## src/rtl/booth_mul_seq.sv

```systemverilog
// Sequential radix-4 Booth multiplier, signed or unsigned, one Booth group per cycle.
// Operands are widened by two bits so that unsigned values and the most negative signed value multiply exactly.
module booth_mul_seq #(
  parameter int WIDTH = 32
) (
  input  logic               clk,
  input  logic               resetn,
  input  logic               start,
  input  logic               signed_mode,
  input  logic [WIDTH-1:0]   a,
  input  logic [WIDTH-1:0]   b,
  output logic               busy,
  output logic               done,
  output logic [2*WIDTH-1:0] result
);

  localparam int EW = WIDTH + 2;
  localparam int AW = 2 * WIDTH + 4;
  localparam int N  = EW / 2;
  localparam int CW = $clog2(N + 1);

  typedef enum logic [1:0] {IDLE, CALC, DONE} state_e;

  state_e             state_q;
  logic [CW-1:0]      cnt_q;
  logic [AW-1:0]      acc_q;
  logic [AW-1:0]      xs_q;
  logic [EW:0]        mplr_q;
  logic [2*WIDTH-1:0] result_q;
  logic               busy_q;
  logic               done_q;

  logic [EW-1:0]      a_ext;
  logic [EW-1:0]      b_ext;
  logic [AW-1:0]      pp;
  logic [AW-1:0]      acc_sum;

  assign a_ext = signed_mode ? {{2{a[WIDTH-1]}}, a} : {2'b00, a};
  assign b_ext = signed_mode ? {{2{b[WIDTH-1]}}, b} : {2'b00, b};

  // xs_q already carries the 2i shift; mplr_q[2:0] is the current group {b[2i+1], b[2i], b[2i-1]}.
  always_comb begin
    // NOTE: default assignment first so every path drives pp and no latch is inferred.
    pp = '0;
    case (mplr_q[2:0])
      3'b001, 3'b010: pp = xs_q;
      3'b011:         pp = xs_q << 1;
      3'b100:         pp = ~(xs_q << 1) + AW'(1);
      3'b101, 3'b110: pp = ~xs_q + AW'(1);
      default:        pp = '0;
    endcase
  end

  assign acc_sum = acc_q + pp;

  // NOTE: sequential state uses non-blocking assignments so all registers update from pre-edge values.
  always_ff @(posedge clk or negedge resetn) begin
    if (!resetn) begin
      state_q  <= IDLE;
      cnt_q    <= '0;
      acc_q    <= '0;
      xs_q     <= '0;
      mplr_q   <= '0;
      result_q <= '0;
      busy_q   <= 1'b0;
      done_q   <= 1'b0;
    end else begin
      case (state_q)
        IDLE, DONE: begin
          done_q <= 1'b0;
          if (start) begin
            xs_q    <= {{(AW-EW){a_ext[EW-1]}}, a_ext};
            mplr_q  <= {b_ext, 1'b0};
            acc_q   <= '0;
            cnt_q   <= CW'(N);
            busy_q  <= 1'b1;
            state_q <= CALC;
          end else begin
            busy_q  <= 1'b0;
            state_q <= IDLE;
          end
        end
        CALC: begin
          acc_q  <= acc_sum;
          xs_q   <= xs_q << 2;
          mplr_q <= mplr_q >> 2;
          cnt_q  <= cnt_q - CW'(1);
          if (cnt_q == CW'(1)) begin
            result_q <= acc_sum[2*WIDTH-1:0];
            busy_q   <= 1'b0;
            done_q   <= 1'b1;
            state_q  <= DONE;
          end
        end
        default: begin
          busy_q  <= 1'b0;
          done_q  <= 1'b0;
          state_q <= IDLE;
        end
      endcase
    end
  end

  assign busy   = busy_q;
  assign done   = done_q;
  assign result = result_q;

endmodule

```

## config.mk

```make
export PLATFORM = sky130hd
export DESIGN_NAME = booth_mul_seq
export DESIGN_NICKNAME = d
export VERILOG_FILES = /design/src/rtl/booth_mul_seq.sv
export SDC_FILE = /design/constraint.sdc
export NUM_CORES = 1
export LEC_CHECK = 0
export BUFFER_PORTS_ARGS = -buffer_cell sky130_fd_sc_hd__buf_4
export CAP_MARGIN = 20
export CORE_MARGIN = 3
export CORE_UTILIZATION = 63
export CTS_BUF_LIST = sky130_fd_sc_hd__clkbuf_8
export DETAILED_ROUTE_END_ITERATION = 8
export PLACE_DENSITY = 0.83
export SETUP_SLACK_MARGIN = 0.3
export SYNTH_ARGS = -nofsm -noshare
export SYNTH_HDL_FRONTEND = slang
export SYNTH_SLANG_ARGS = --single-unit
```

## constraint.sdc

```tcl
create_clock -name clk -period 7.1 [get_ports clk]
set_input_delay 1.42 -clock clk [delete_from_list [all_inputs] [get_ports clk]]
set_output_delay 1.42 -clock clk [all_outputs]
set_load 0.02 [all_outputs]
```

==> impl_metrics.csv <==
group,metric,value,unit
layout,area.sequential,0.00583,sq mm
die,boundaryPins,134,
setup_path,required,7.54,ns
layout,multi_input_area,0.00980,sq mm
clock_tree,cts_tree,"yes",
routing,via_per_inst,6.75,
timing,min_period,6.20,ns
layout,layout_commonest_cell,"nand2_1",
yosys,synth_seq_area_share,35.5,%
run_status,status,"complete, no violations",
layout,layout.nets,2123,
global_routing,antenna_found_initial,1,
clock_tree,hold_buffers,0,
yosys,async_flop_share,100,%
setup_path,cp.arrival,6.64,ns
routing,wl_per_cell,21.9,um
yosys,synthesis.nets,2104,
layout,layout_common_cells,"nand2_1 (352), dfrtp_1 (232), buf_4 (151), a21oi_1 (137), o21ai_0 (125)",
global_routing,grt_max_degree,160,
setup_path,setup.worst_path.class,"reg2reg",
routing,routed.top_layer,"met5",
timing,finalSetupViolCount,0,
timing,fin_crit_sh,87.4,%
timing,fin_skew,0.0269,ns
setup_path,end_kind,"flop",
timing,fmax,161,MHz
clock_tree,cts_setup_buffers,0,
yosys,yosysUniqueCellTypes,77,
routing,drt_iter0_markers,2202,
clock_tree,insertion_delay,0.55,ns
die,start_util,64.7,%
setup_path,r2r_cells,19,
setup_path,r2r_start,"xs_q[0]",
placement,dp_hpwl,36.1,mm
yosys,synthMuxAreaShare,2.51,%
yosys,synth-compound-area-share,26.9,%
setup_path,r2r_setup_slack,0.90,ns
global_routing,grt_pass1_vias,14600,
yosys,synth-adder-area-share,5.15,%
die,fp.dieW,167,um
clock_tree,clock-root-buffer,"clkbuf_8",
global_routing,grt_usage,35.3,%
routing,drtAntennaViolNets,0,
routing,num_vias,15800,
yosys,synth_top_family_by_area,"compound AO/OA/AOI/OAI gates",
yosys,syn_area_per_cell,8.34,sq um
routing,drt-met1-wl,23.2,mm
layout,num-fill-cells,1988,
yosys,synthSimpleGateAreaFrac,18.2,%
setup_path,cp_max_fo,9,
flow_run,cap_violations,0,
layout,drive_gt1_share,13.5,%
routing,dr.pass1.iters,7,
placement,place_congestion,1.01,
clock_tree,cts_resized,0,
clock_tree,cts_sinks,233,
yosys,synth_edf_count,0,
layout,n_antenna_cell,0,
setup_path,crit-reg2reg-capture,"acc_q[52]",
routing,wl,51.5,mm
timing,rsz0062_at_grt,"no",
yosys,synth_xor_area_share,6.83,%
clock_tree,path_clk_slew,0.06,ns
global_routing,grt_overflow,0,
yosys,syn-instance-count,1969,
die,fp.dieH,167,um
die,core_area,0.0254,sq mm
clock_tree,clock_path_buffers,3,
yosys,synthFlopType,"dfrtp_1",
setup_path,critPathLaunch,"xs_q[0]",
timing,slew_headroom,20.6,%
layout,area_growth,11.0,%
global_routing,grt_first_pass_wirelength,80.8,mm
timing,setup_ws,0.896,ns
routing,drc,0,
routing,wl_met3,5.85,mm
yosys,yosysWarnings,0,
timing,final_hold_viol_count,0,
setup_path,worstSetupStartpointType,"flop",
timing,tightestPinTransition,1.19,ns
yosys,netlist_area,0.0164,sq mm
placement,port_buffers,133,
routing,wl_met2,21.1,mm
timing,final.setup.tns,0,ns
die,die_area,0.0280,sq mm
die,placementRows,58,
clock_tree,cts.htree.levels,2,
setup_path,endpoint,"acc_q[52]",
min_path,hold_path.class,"reg2reg",
placement,preCtsSetupSlack,1.09,ns
timing,slew_viol_final,0,
clock_tree,numCtsBuffers,41,
yosys,synth_seq_cells,233,
how the worst min path moves through the flow:
stage	from	end	slack (ns)	cells after the start
2_1_floorplan	cnt_q[4]	cnt_q[4]	0.45	1
3_3_place_gp	mplr_q[15]	mplr_q[15]	0.46	2
3_5_place_dp	mplr_q[29]	mplr_q[29]	0.46	2
4_1_cts	mplr_q[29]	mplr_q[29]	0.48	2
5_1_grt	mplr_q[23]	mplr_q[23]	0.49	2
6_report	mplr_q[27]	mplr_q[27]	0.47	2
cell usage after synthesis, types with 17 or more instances:
| library cell | number | area (sq um) |
|---|---|---|
| a21o_1 | 35 | 263 |
| a21oi_1 | 137 | 686 |
| a221o_1 | 40 | 400 |
| a22o_1 | 55 | 482 |
| a22oi_1 | 81 | 608 |
| clkbuf_1 | 161 | 604 |
| dfrtp_1 | 233 | 5830 |
| ha_1 | 66 | 826 |
| inv_1 | 32 | 120 |
| mux2_2 | 25 | 282 |
| nand2_1 | 353 | 1330 |
| nand2b_1 | 17 | 106 |
| nand3_1 | 23 | 115 |
| nand4_1 | 33 | 206 |
| nor2_1 | 91 | 342 |
| nor3_1 | 36 | 180 |
| o21ai_0 | 125 | 626 |
| o21bai_1 | 17 | 128 |
| o221ai_1 | 21 | 184 |
| o22ai_1 | 18 | 113 |
| or3_1 | 24 | 150 |
| xnor2_1 | 62 | 543 |
| xor2_1 | 66 | 578 |
sequential cells by signal, indices dropped and copies added (netlist names):
signal and count:
state_q 2, acc_q 64, result 64, mplr_q 34
xs_q 64, cnt_q 5
layer usage:
| layer | vias up | global-route usage (%) |
|---|---|---|
| met1 | 7592 | 55.9 |
| met2 | 902 | 48.3 |
| met4 | 2 | 9.21 |
| li1 | 7206 | - |
| met5 | - | 0 |
| met3 | 128 | 8.14 |
layout make-up:
cell class,count,area share [%]
clock buffer,50,3.78
clock inverter,21,0.927
inverter,34,0.700
multi-input combinational,1524,53.8
sequential,233,32.0
tap,330,2.27
timing repair buffer,154,6.52
worst max-delay path, stage by stage (launching register included):
cell and delay, ns:
dfrtp_1 0.41, inv_1 0.11, ha_1 0.24, or4b_1 0.51
nor3b_2 0.47, nand4_1 0.31, nor3_2 0.46, nand2b_1 0.21
nor3_1 0.23, xnor2_1 0.19, o21ai_1 0.10, a31o_2 0.26
ha_1 0.42, nand4_1 0.15, or2_2 0.33, nor3_1 0.13
o2111ai_1 0.23, a211oi_1 0.82, o21ai_0 0.22, a32o_1 0.29
cell families (layout without fill, tap and decap cells):
group,after synthesis,count (layout)
xor+xnor,128,128
compound gates,641,641
mux,38,38
fa+ha+maj,67,67
buf+inv,212,259
flops,233,233
simple gates,650,650
per-stage QoR:
stage          std cells  area [sq um]  utilization, %  hold slack (ns)
3_3_place_gp        2275         17400            68.4            0.457
5_1_grt             2346         18200            71.7            0.493
3_5_place_dp        2275         17400            68.4            0.463
2_1_floorplan       1969         16400               -            0.446
6_report            2346         18200            71.7            0.474
4_1_cts             2346         18200            71.7            0.477
Power is left out: the tool's default activity adds up to more than one toggle a clock period on the data nets, which glitch-free logic cannot reach.
